File: src/rtl/muldiv_pkg.sv
// muldiv_pkg: op codes, FSM states and helpers shared by the HI/LO multiply/divide unit.
package muldiv_pkg;

    typedef enum logic [3:0] {
        OP_NOP   = 4'd0,
        OP_MULT  = 4'd1,
        OP_MULTU = 4'd2,
        OP_DIV   = 4'd3,
        OP_DIVU  = 4'd4,
        OP_MFHI  = 4'd5,
        OP_MFLO  = 4'd6,
        OP_MTHI  = 4'd7,
        OP_MTLO  = 4'd8
    } op_e;

    typedef enum logic [1:0] {
        IDLE = 2'd0,
        RUN  = 2'd1,
        FIX  = 2'd2
    } state_e;

    function automatic logic is_hilo_op(input logic [3:0] o);
        return o >= OP_MULT && o <= OP_MTLO;
    endfunction

endpackage

File: src/rtl/muldiv_sign_fix.sv
// muldiv_sign_fix: operand magnitude capture and result sign correction for the HI/LO unit.
module muldiv_sign_fix #(
    parameter int WIDTH = 32
) (
    input  logic [WIDTH-1:0] a,
    input  logic [WIDTH-1:0] b,
    input  logic             sgn,
    output logic [WIDTH-1:0] mag_a,
    output logic [WIDTH-1:0] mag_b,
    output logic             neg_a,
    output logic             neg_b,
    input  logic [WIDTH-1:0] res_hi,
    input  logic [WIDTH-1:0] res_lo,
    input  logic             mul,
    input  logic             neg_lo,
    input  logic             neg_hi,
    output logic [WIDTH-1:0] fix_hi,
    output logic [WIDTH-1:0] fix_lo
);
    logic [2*WIDTH-1:0] prod, prod_n;

    assign neg_a  = sgn && a[WIDTH-1];
    assign neg_b  = sgn && b[WIDTH-1];
    assign mag_a  = neg_a ? -a : a;
    assign mag_b  = neg_b ? -b : b;
    // A product is negated as one double-width value so the borrow crosses into HI.
    assign prod   = {res_hi, res_lo};
    assign prod_n = neg_lo ? -prod : prod;
    assign fix_hi = mul ? prod_n[2*WIDTH-1:WIDTH] : neg_hi ? -res_hi : res_hi;
    assign fix_lo = mul ? prod_n[WIDTH-1:0] : neg_lo ? -res_lo : res_lo;

endmodule

File: src/rtl/muldiv_unit.sv
// muldiv_unit: iterative radix-2 MULT/MULTU/DIV/DIVU engine owning HI/LO, with MFHI/MFLO/MTHI/MTLO.
// Divide path present only when MULDIV_DIV_EN is defined; otherwise DIV/DIVU are illegal ops.
module muldiv_unit
    import muldiv_pkg::*;
#(
    parameter int WIDTH = 32,
    localparam int CNT_W = $clog2(WIDTH + 1)
) (
    input  logic             clk,
    input  logic             reset,
    input  logic             op_valid,
    input  logic [3:0]       op,
    input  logic [WIDTH-1:0] rs_val,
    input  logic [WIDTH-1:0] rt_val,
    output logic             stall,
    output logic [WIDTH-1:0] rd_data,
    output logic             busy,
    output logic             done,
    output logic             div_zero,
    output logic             illegal_op
);
    state_e           state, state_d;
    logic [CNT_W-1:0] cnt;
    logic [WIDTH-1:0] hi, lo, acc_hi, acc_lo, opb;
    logic [WIDTH-1:0] mag_a, mag_b, fix_hi, fix_lo, step_hi, step_lo;
    logic             mul_q, neg_lo_q, neg_hi_q, neg_a, neg_b;
    logic             is_mul, is_div, div_by_zero, accept, legal;
    logic [WIDTH:0]   mul_sum;

    assign is_mul = op == OP_MULT || op == OP_MULTU;
`ifdef MULDIV_DIV_EN
    assign is_div = op == OP_DIV || op == OP_DIVU;
`else
    assign is_div = 1'b0;
`endif
    assign div_by_zero = is_div && rt_val == '0;
    assign legal   = op == OP_NOP || is_mul || is_div || (is_hilo_op(op) && op >= OP_MFHI);
    assign busy    = state != IDLE;
    assign stall   = op_valid && busy && op != OP_NOP;
    assign accept  = op_valid && !stall;
    assign rd_data = !op_valid ? '0 : op == OP_MFHI ? hi : op == OP_MFLO ? lo : '0;

    muldiv_sign_fix #(.WIDTH(WIDTH)) u_sign_fix (
        .a      (rs_val),
        .b      (rt_val),
        .sgn    (op == OP_MULT || op == OP_DIV),
        .mag_a  (mag_a),
        .mag_b  (mag_b),
        .neg_a  (neg_a),
        .neg_b  (neg_b),
        .res_hi (acc_hi),
        .res_lo (acc_lo),
        .mul    (mul_q),
        .neg_lo (neg_lo_q),
        .neg_hi (neg_hi_q),
        .fix_hi (fix_hi),
        .fix_lo (fix_lo)
    );

    // acc_hi:acc_lo holds product-upper:multiplier while multiplying, remainder:quotient while dividing.
    assign mul_sum = {1'b0, acc_hi} + (acc_lo[0] ? {1'b0, opb} : '0);

`ifdef MULDIV_DIV_EN
    logic [WIDTH:0]   div_shift;
    logic [WIDTH-1:0] div_diff;
    logic             div_ge;

    assign div_shift = {acc_hi, acc_lo[WIDTH-1]};
    assign div_ge    = div_shift >= {1'b0, opb};
    assign div_diff  = div_shift[WIDTH-1:0] - opb;

    always_comb begin
        step_hi = mul_q ? mul_sum[WIDTH:1] : div_ge ? div_diff : div_shift[WIDTH-1:0];
        step_lo = mul_q ? {mul_sum[0], acc_lo[WIDTH-1:1]} : {acc_lo[WIDTH-2:0], div_ge};
    end

    logic dz_q;

    always_ff @(posedge clk) begin
        if (reset) begin
            dz_q     <= 1'b0;
            div_zero <= 1'b0;
        end else begin
            if (state == IDLE && accept) dz_q <= div_by_zero;
            div_zero <= state == FIX && dz_q;
        end
    end
`else
    assign step_hi  = mul_sum[WIDTH:1];
    assign step_lo  = {mul_sum[0], acc_lo[WIDTH-1:1]};
    assign div_zero = 1'b0;
`endif

    always_comb begin
        state_d = state;
        if (state == IDLE)
            state_d = !accept ? IDLE : div_by_zero ? FIX : (is_mul || is_div) ? RUN : IDLE;
        else if (state == RUN)
            state_d = cnt == CNT_W'(1) ? FIX : RUN;
        else
            state_d = IDLE;
    end

    always_ff @(posedge clk) begin
        if (reset) begin
            state      <= IDLE;
            cnt        <= '0;
            hi         <= '0;
            lo         <= '0;
            acc_hi     <= '0;
            acc_lo     <= '0;
            opb        <= '0;
            mul_q      <= 1'b0;
            neg_lo_q   <= 1'b0;
            neg_hi_q   <= 1'b0;
            done       <= 1'b0;
            illegal_op <= 1'b0;
        end else begin
            state      <= state_d;
            done       <= state == FIX;
            illegal_op <= accept && !legal;
            if (state == IDLE && accept && (is_mul || is_div)) begin
                cnt      <= CNT_W'(WIDTH);
                mul_q    <= is_mul;
                opb      <= mag_b;
                acc_hi   <= div_by_zero ? rs_val : '0;
                acc_lo   <= div_by_zero ? '1 : mag_a;
                neg_lo_q <= !div_by_zero && (neg_a ^ neg_b);
                neg_hi_q <= !div_by_zero && (is_mul ? neg_a ^ neg_b : neg_a);
            end
            if (accept && op == OP_MTHI) hi <= rs_val;
            if (accept && op == OP_MTLO) lo <= rs_val;
            if (state == RUN) begin
                cnt    <= cnt - 1'b1;
                acc_hi <= step_hi;
                acc_lo <= step_lo;
            end
            if (state == FIX) begin
                hi <= fix_hi;
                lo <= fix_lo;
            end
        end
    end

endmodule

File: config.mk
export PLATFORM = sky130hd
export DESIGN_NAME = muldiv_unit
export DESIGN_NICKNAME = d
export VERILOG_FILES = /design/src/rtl/muldiv_pkg.sv /design/src/rtl/muldiv_sign_fix.sv /design/src/rtl/muldiv_unit.sv
export SDC_FILE = /design/constraint.sdc
export NUM_CORES = 1
export LEC_CHECK = 0
export CORE_UTILIZATION = 40
export CTS_CLUSTER_SIZE = 12
export DETAILED_ROUTE_END_ITERATION = 10
export RECOVER_POWER = 25
export SYNTH_ARGS = -nofsm -noshare
export SYNTH_HDL_FRONTEND = slang
export SYNTH_SLANG_ARGS = --single-unit
export TNS_END_PERCENT = 10
File: constraint.sdc
create_clock -name clk -period 4.7 [get_ports clk]
set_clock_uncertainty 0.15 [all_clocks]
set_input_delay 0.94 -clock clk [delete_from_list [all_inputs] [get_ports clk]]
set_output_delay 0.94 -clock clk [all_outputs]
set_load 0.02 [all_outputs]
# [Yosys cells after proc, flatten, opt, wreduce, memory -nomap -nowiden]
# Index checks and enable logic that the tools add are counted.
[word_totals] output_inout_bits=37 inputBits=71 ff_bits=173 elab_cells=85
[op_classes] bitwise=1 mux=27 n_addsub=7 eq_ne=10 magnitude_cmp=3 reduce_logical=25
[ops] cell="$mux W32" count=18
[ops] cell="$neg A32 Y32" count=4
[ops] cell="$mux W64" count=1
[ops] cell="$neg A64 Y64" count=1
[ops] cell="$add A32 B32 Y33" count=1
[ops] cell="$eq A4 B3 Y1 const B" count=3
[ops] cell="$logic_and A1 B1 Y1" count=12
[ops] cell="$mux W6" count=2
[ops] cell="$eq A4 B2 Y1 const B" count=2
[ops] cell="$reduce_bool A2 Y1" count=4
[ops] cell="$eq A6 B1 Y1 const B" count=1
[ops] cell="$mux W2" count=3
[ops] cell="$sub A6 B1 Y6 const B" count=1
[ops] cell="$eq A4 B1 Y1 const B" count=1
[ops] cell="$eq A4 B4 Y1 const B" count=1
[ops] cell="$ge A4 B1 Y1 const B" count=1
[ops] cell="$ge A4 B3 Y1 const B" count=1
[ops] cell="$le A4 B4 Y1 const B" count=1
[ops] cell="$logic_not A4 Y1" count=1
[ops] cell="$logic_or A1 B1 Y1" count=4
[ops] cell="$reduce_bool A4 Y1" count=1
[ops] cell="$mux W1" count=3
[ops] cell="$eq A2 B1 Y1 const B" count=1
[ops] cell="$eq A2 B2 Y1 const B" count=1
[ops] cell="other kinds (3)" count=4

# [Longest topological paths before layout]
[logic_depth] word_depth=9 ltp_mapped=12 depth_no_buf=11

# [By module]
# A second synthesis with hierarchy kept.
[hier_totals] hier_cells=1626 hier_area_um2=11947.7
[modules_own_cells] module="muldiv_unit" cells_per_inst=1175 seq_area_each_um2=3463.3 instances=1 area_per_inst_um2=9093.7
[modules_own_cells] module="muldiv_sign_fix" cells_per_inst=451 seq_area_each_um2=0.0 instances=1 area_per_inst_um2=2854.0

# [Least setup slack after synthesis]
# Ideal clock, no wire load.
[synth_path] kind="register to register" from="reg acc_lo[0]" to="reg acc_hi[31]" setup_ns=0.086 t_arrival_ns=3.032 period_less_slack_ns=3.267 setup_slack_ns=1.433 n_path_buf=1 path_stages_with_launch=13 t_required_ns=4.464 path_cell_list="dfxtp_1 > clkbuf_1 > and2_1 > ha_1 > inv_1 > fa_1 > nand2b_1 > a21oi_1 > a21oi_1 > o21ai_0 > a31oi_1 > or4_1 > a211oi_1"
[synth_via] elab_chain_cells=3
[synth_lines] item="start, declared" line="muldiv_unit.sv:24" source="logic [WIDTH-1:0] hi, lo, acc_hi, acc_lo, opb;"
[synth_lines] item="start signal, assigned" line="muldiv_unit.sv:127" source="acc_lo <= div_by_zero ? '1 : mag_a;"
[synth_lines] item="start signal, assigned" line="muldiv_unit.sv:136" source="acc_lo <= step_lo;"
[synth_lines] item="$mux W32" line="muldiv_unit.sv:61" source="assign mul_sum = {1'b0, acc_hi} + (acc_lo[0] ? {1'b0, opb} : '0);"
[synth_lines] item="$add A32 B32 Y33" line="muldiv_unit.sv:61"
[synth_lines] item="$mux W32" line="muldiv_unit.sv:133" source="if (state == RUN) begin"
[synth_lines] item="end signal, assigned" line="muldiv_unit.sv:126" source="acc_hi <= div_by_zero ? rs_val : '0;"
[synth_lines] item="end signal, assigned" line="muldiv_unit.sv:135" source="acc_hi <= step_hi;"
[synth_lines] item="end, declared" line="muldiv_unit.sv:24"
# Every way passes these cells.
# A chain may end at the register's enable or synchronous reset.

# [Worst setup path in the final report]
[layout_path] from="in op[2]" to="out rd_data[16]"
[layout_via] elab_chain_cells=4 elab_cells_between_ends=5 classes_between="eq/ne (2); mux (3)"
[layout_lines] item="start, declared" line="muldiv_unit.sv:12" source="input logic [3:0] op,"
[layout_lines] item="$eq A4 B3 Y1" line="muldiv_unit.sv:41" source="assign rd_data = !op_valid ? '0 : op == OP_MFHI ? hi : op == OP_MFLO ? lo : '0;"
[layout_lines] item="$mux W32" line="muldiv_unit.sv:41"
[layout_lines] item="$mux W32 (*) (2 in a row)" line="muldiv_unit.sv:41"
[layout_lines] item="end, declared" line="muldiv_unit.sv:16" source="output logic [WIDTH-1:0] rd_data,"
# Mark *: on every way between the ends. The rest lies on a longest branch, timed or not.

==> flow_summary.json <==
{
  "status": "finished, violations left",
  "violations": "capacitance limit, slew limit",
  "cts_sinks": 173,
  "fin_ws_ps": 431,
  "crit_path_end_kind": "output port",
  "slew-limit-headroom_pct": -86.9,
  "grt_first_pass_wirelength_um": 62100,
  "wl_um": 39500,
  "drt_first_pass_iters": 5,
  "netlist_instances": 1569,
  "synth_edf_count": 0,
  "initial_core_util_pct": 41.2,
  "p_total_mw": 3.43,
  "cts_tree": "done",
  "yosysUniqueCellTypes": 70,
  "min_period_ps": 4270,
  "dp.cells": 1983,
  "finalNetCount": 1728,
  "path_delay_family": "buffers and inverters",
  "cts_resized": 0,
  "dpl_cell_area_um2": 13300,
  "ys.flop_type": "dfxtp_1",
  "vias": 11900,
  "synthToLayoutAreaGrowth_pct": 16.5,
  "clockBufferDepth": 2,
  "peakVddDrop_mv": 0.264,
  "yosys.area.top_type": "dfxtp_1",
  "dp_hpwl_um": 29100,
  "grt_antenna_before_repair": 0,
  "io_pins": 108,
  "fmax_ghz": 0.234,
  "nFillCells": 2938,
  "drc": 0,
  "stdcell_area_um2": 13900,
  "clkTransAtPathRegs_ps": 70,
  "slew_viol_final": 62,
  "synthTopCellsByCount": "198 x nor2_1, 173 x dfxtp_1, 140 x a21oi_1, 119 x nand2_1, 94 x clkbuf_1",
  "cp_slowest_stage_delay_ps": 620,
  "cellLeakagePower_nw": 5.27,
  "synthArstFlopShare_pct": 0,
  "core_um2": 29100,
  "diodes": 0,
  "tightest_slew_ps": 2800,
  "cp_common_cell": "clkdlybuf4s50_1",
  "post-cts-setup-buffers": 0,
  "grt_max_degree": 71,
  "setup_tns_ps": 0,
  "via_per_inst": 5.90,
  "cap_violations": 1,
  "critPathRequiredTime_ps": 3610,
  "min_path_type": "flip-flop to flip-flop",
  "root_buffer": "clkbuf_16",
  "detail_route.wl_per_cell_um": 19.6,
  "cp.arrival_ps": 3180,
  "syn_avg_cell_area_um2": 7.63,
  "setup-violations-final": 0,
  "start_kind": "input pin",
  "post-place-ws_ps": 467,
  "ys_ff_latch": 173,
  "path_class": "input pin to output port",
  "gp_congestion": 0.926,
  "yosys-top-cells-area": "dfxtp_1 29%, nor2_1 6.2%, a21oi_1 5.9%",
  "grt_setup_unrepaired": "no",
  "synth_area_um2": 12000,
  "cts_hold_buf": 0,
  "grt.total_usage_pct": 25.7,
  "synth_most_common_cell": "nor2_1",
  "portBuffers": 106,
  "grt.overflow.total": 0,
  "drive_gt1_share_pct": 5.52,
  "synth-seq-area-share_pct": 28.9,
  "yosysWarnings": 0,
  "cp_slowest_cell": "clkdlybuf4s50_1",
  "hold_viol": 0,
  "drt_iter0_drc": 1120,
  "die_area_um2": 30600,
  "htree_levels": 4,
  "postRouteAntennaNets": 0,
  "cp_cell_sequence": "clkdlybuf4s50_1 -> nor2b_1 -> nand2_1 -> nor2_2 -> buf_4 -> a22oi_1 -> nor2_1 -> clkdlybuf4s50_1",
  "fp.dieH_um": 175,
  "cellPowerDensity_nw_per_um2": 246,
  "period_share_pct": 90.8,
  "path_buf_inv": 3,
  "grt_pass1_vias": 11100,
  "row_count": 62,
  "cts_made_buffers": 17,
  "yosysTopAreaCellShare_pct": 28.9,
  "instances_no_fill": 2015,
  "path_max_fanout": 32,
  "die_x_um": 175,
  "syn-num-nets": 1679,
  "clkLatencyLatePin_ps": 450
}
-- metrics by stage --
stage	hold slack, ps	util (%)
after global placement	292	45.9
after detailed placement	298	45.9
after global routing	340	47.9
after CTS	308	48.0
after floorplan	282	-
final	305	47.9
-- registers in the layout (all words and copies together) (netlist names) --
signal / flops
acc_hi: 32
acc_lo: 32
cnt: 6
done: 1
hi: 32
illegal_op: 1
lo: 32
mul_q: 1
neg_hi_q: 1
neg_lo_q: 1
opb: 32
state: 2
-- per-layer routing --
metal  vias to the layer above  GRT usage, %  share of wire, %
met5                         -             0                 0
met4                         0          7.21               2.0
met3                        49          3.50               6.0
met2                       439          39.8                44
met1                      5579          36.9                48
li1                       5816             -                 -
-- cells by family after synthesis --
group	share of synthesized area (%)
xor gates and xnor gates	9.66
DFF	28.9
AOI/OAI and AO/OA	24.8
muxes	5.29
buffers and inverters	4.27
other	0.0313
and+or+nand+nor	22.9
adders and majority gates	4.14
-- worst paths after layout --
kind,from,to,slack [ps],cells past startpoint
hold / removal,opb[0],opb[0],300,2
hold reg to reg,opb[0],opb[0],300,2
setup reg to reg,acc_lo[0],acc_hi[31],1160,11
setup / recovery,op[2],rd_data[16],430,8
-- power by group --
| part | switching, mW | leakage, nW | internal [mW] |
|---|---|---|---|
| sequential | 0.0270 | 1.40 | 1.50 |
| clock | 0.711 | 0.297 | 0.779 |
| combinational | 0.258 | 3.57 | 0.163 |
| total | 0.996 | 5.27 | 2.44 |
-- cell type report --
class	instances	area [µm²]	area share, %
Multi-Input combinational cell	1262	8020	57.5
Sequential cell	173	3460	24.8
Timing Repair Buffer	133	1250	8.97
Tap cell	384	480	3.45
Clock buffer	18	439	3.15
Clock inverter	14	175	1.26
Inverter	31	116	0.834
-- cells in the final DEF (no fill, tap or decap), types with 14 or more instances in the layout --
cell type / netlist / layout
o21ai_0: 73 / 73
o22ai_1: 34 / 34
a211oi_1: 58 / 58
buf_4: 1 / 25
a21o_1: 16 / 16
nand3_1: 31 / 31
nand2_1: 119 / 119
nor2_1: 198 / 196
dfxtp_1: 173 / 173
xnor2_1: 75 / 75
nor4_1: 18 / 18
inv_1: 30 / 30
a31oi_1: 14 / 14
o31ai_1: 21 / 21
clkbuf_16: 0 / 17
nor3_1: 35 / 34
mux2i_1: 61 / 61
or4_1: 15 / 15
xor2_1: 57 / 57
and3_1: 17 / 16
a21oi_1: 140 / 140
or3_1: 32 / 32
clkdlybuf4s50_1: 0 / 102
ha_1: 38 / 38
a22oi_1: 53 / 53
and2_1: 33 / 33
-- worst min-delay path, cell delays in order (launching register included) --
cell	delay, ps
dfxtp_1	310
nand2_1	50
a21oi_1	50
(Power assumes the default switching activity.)
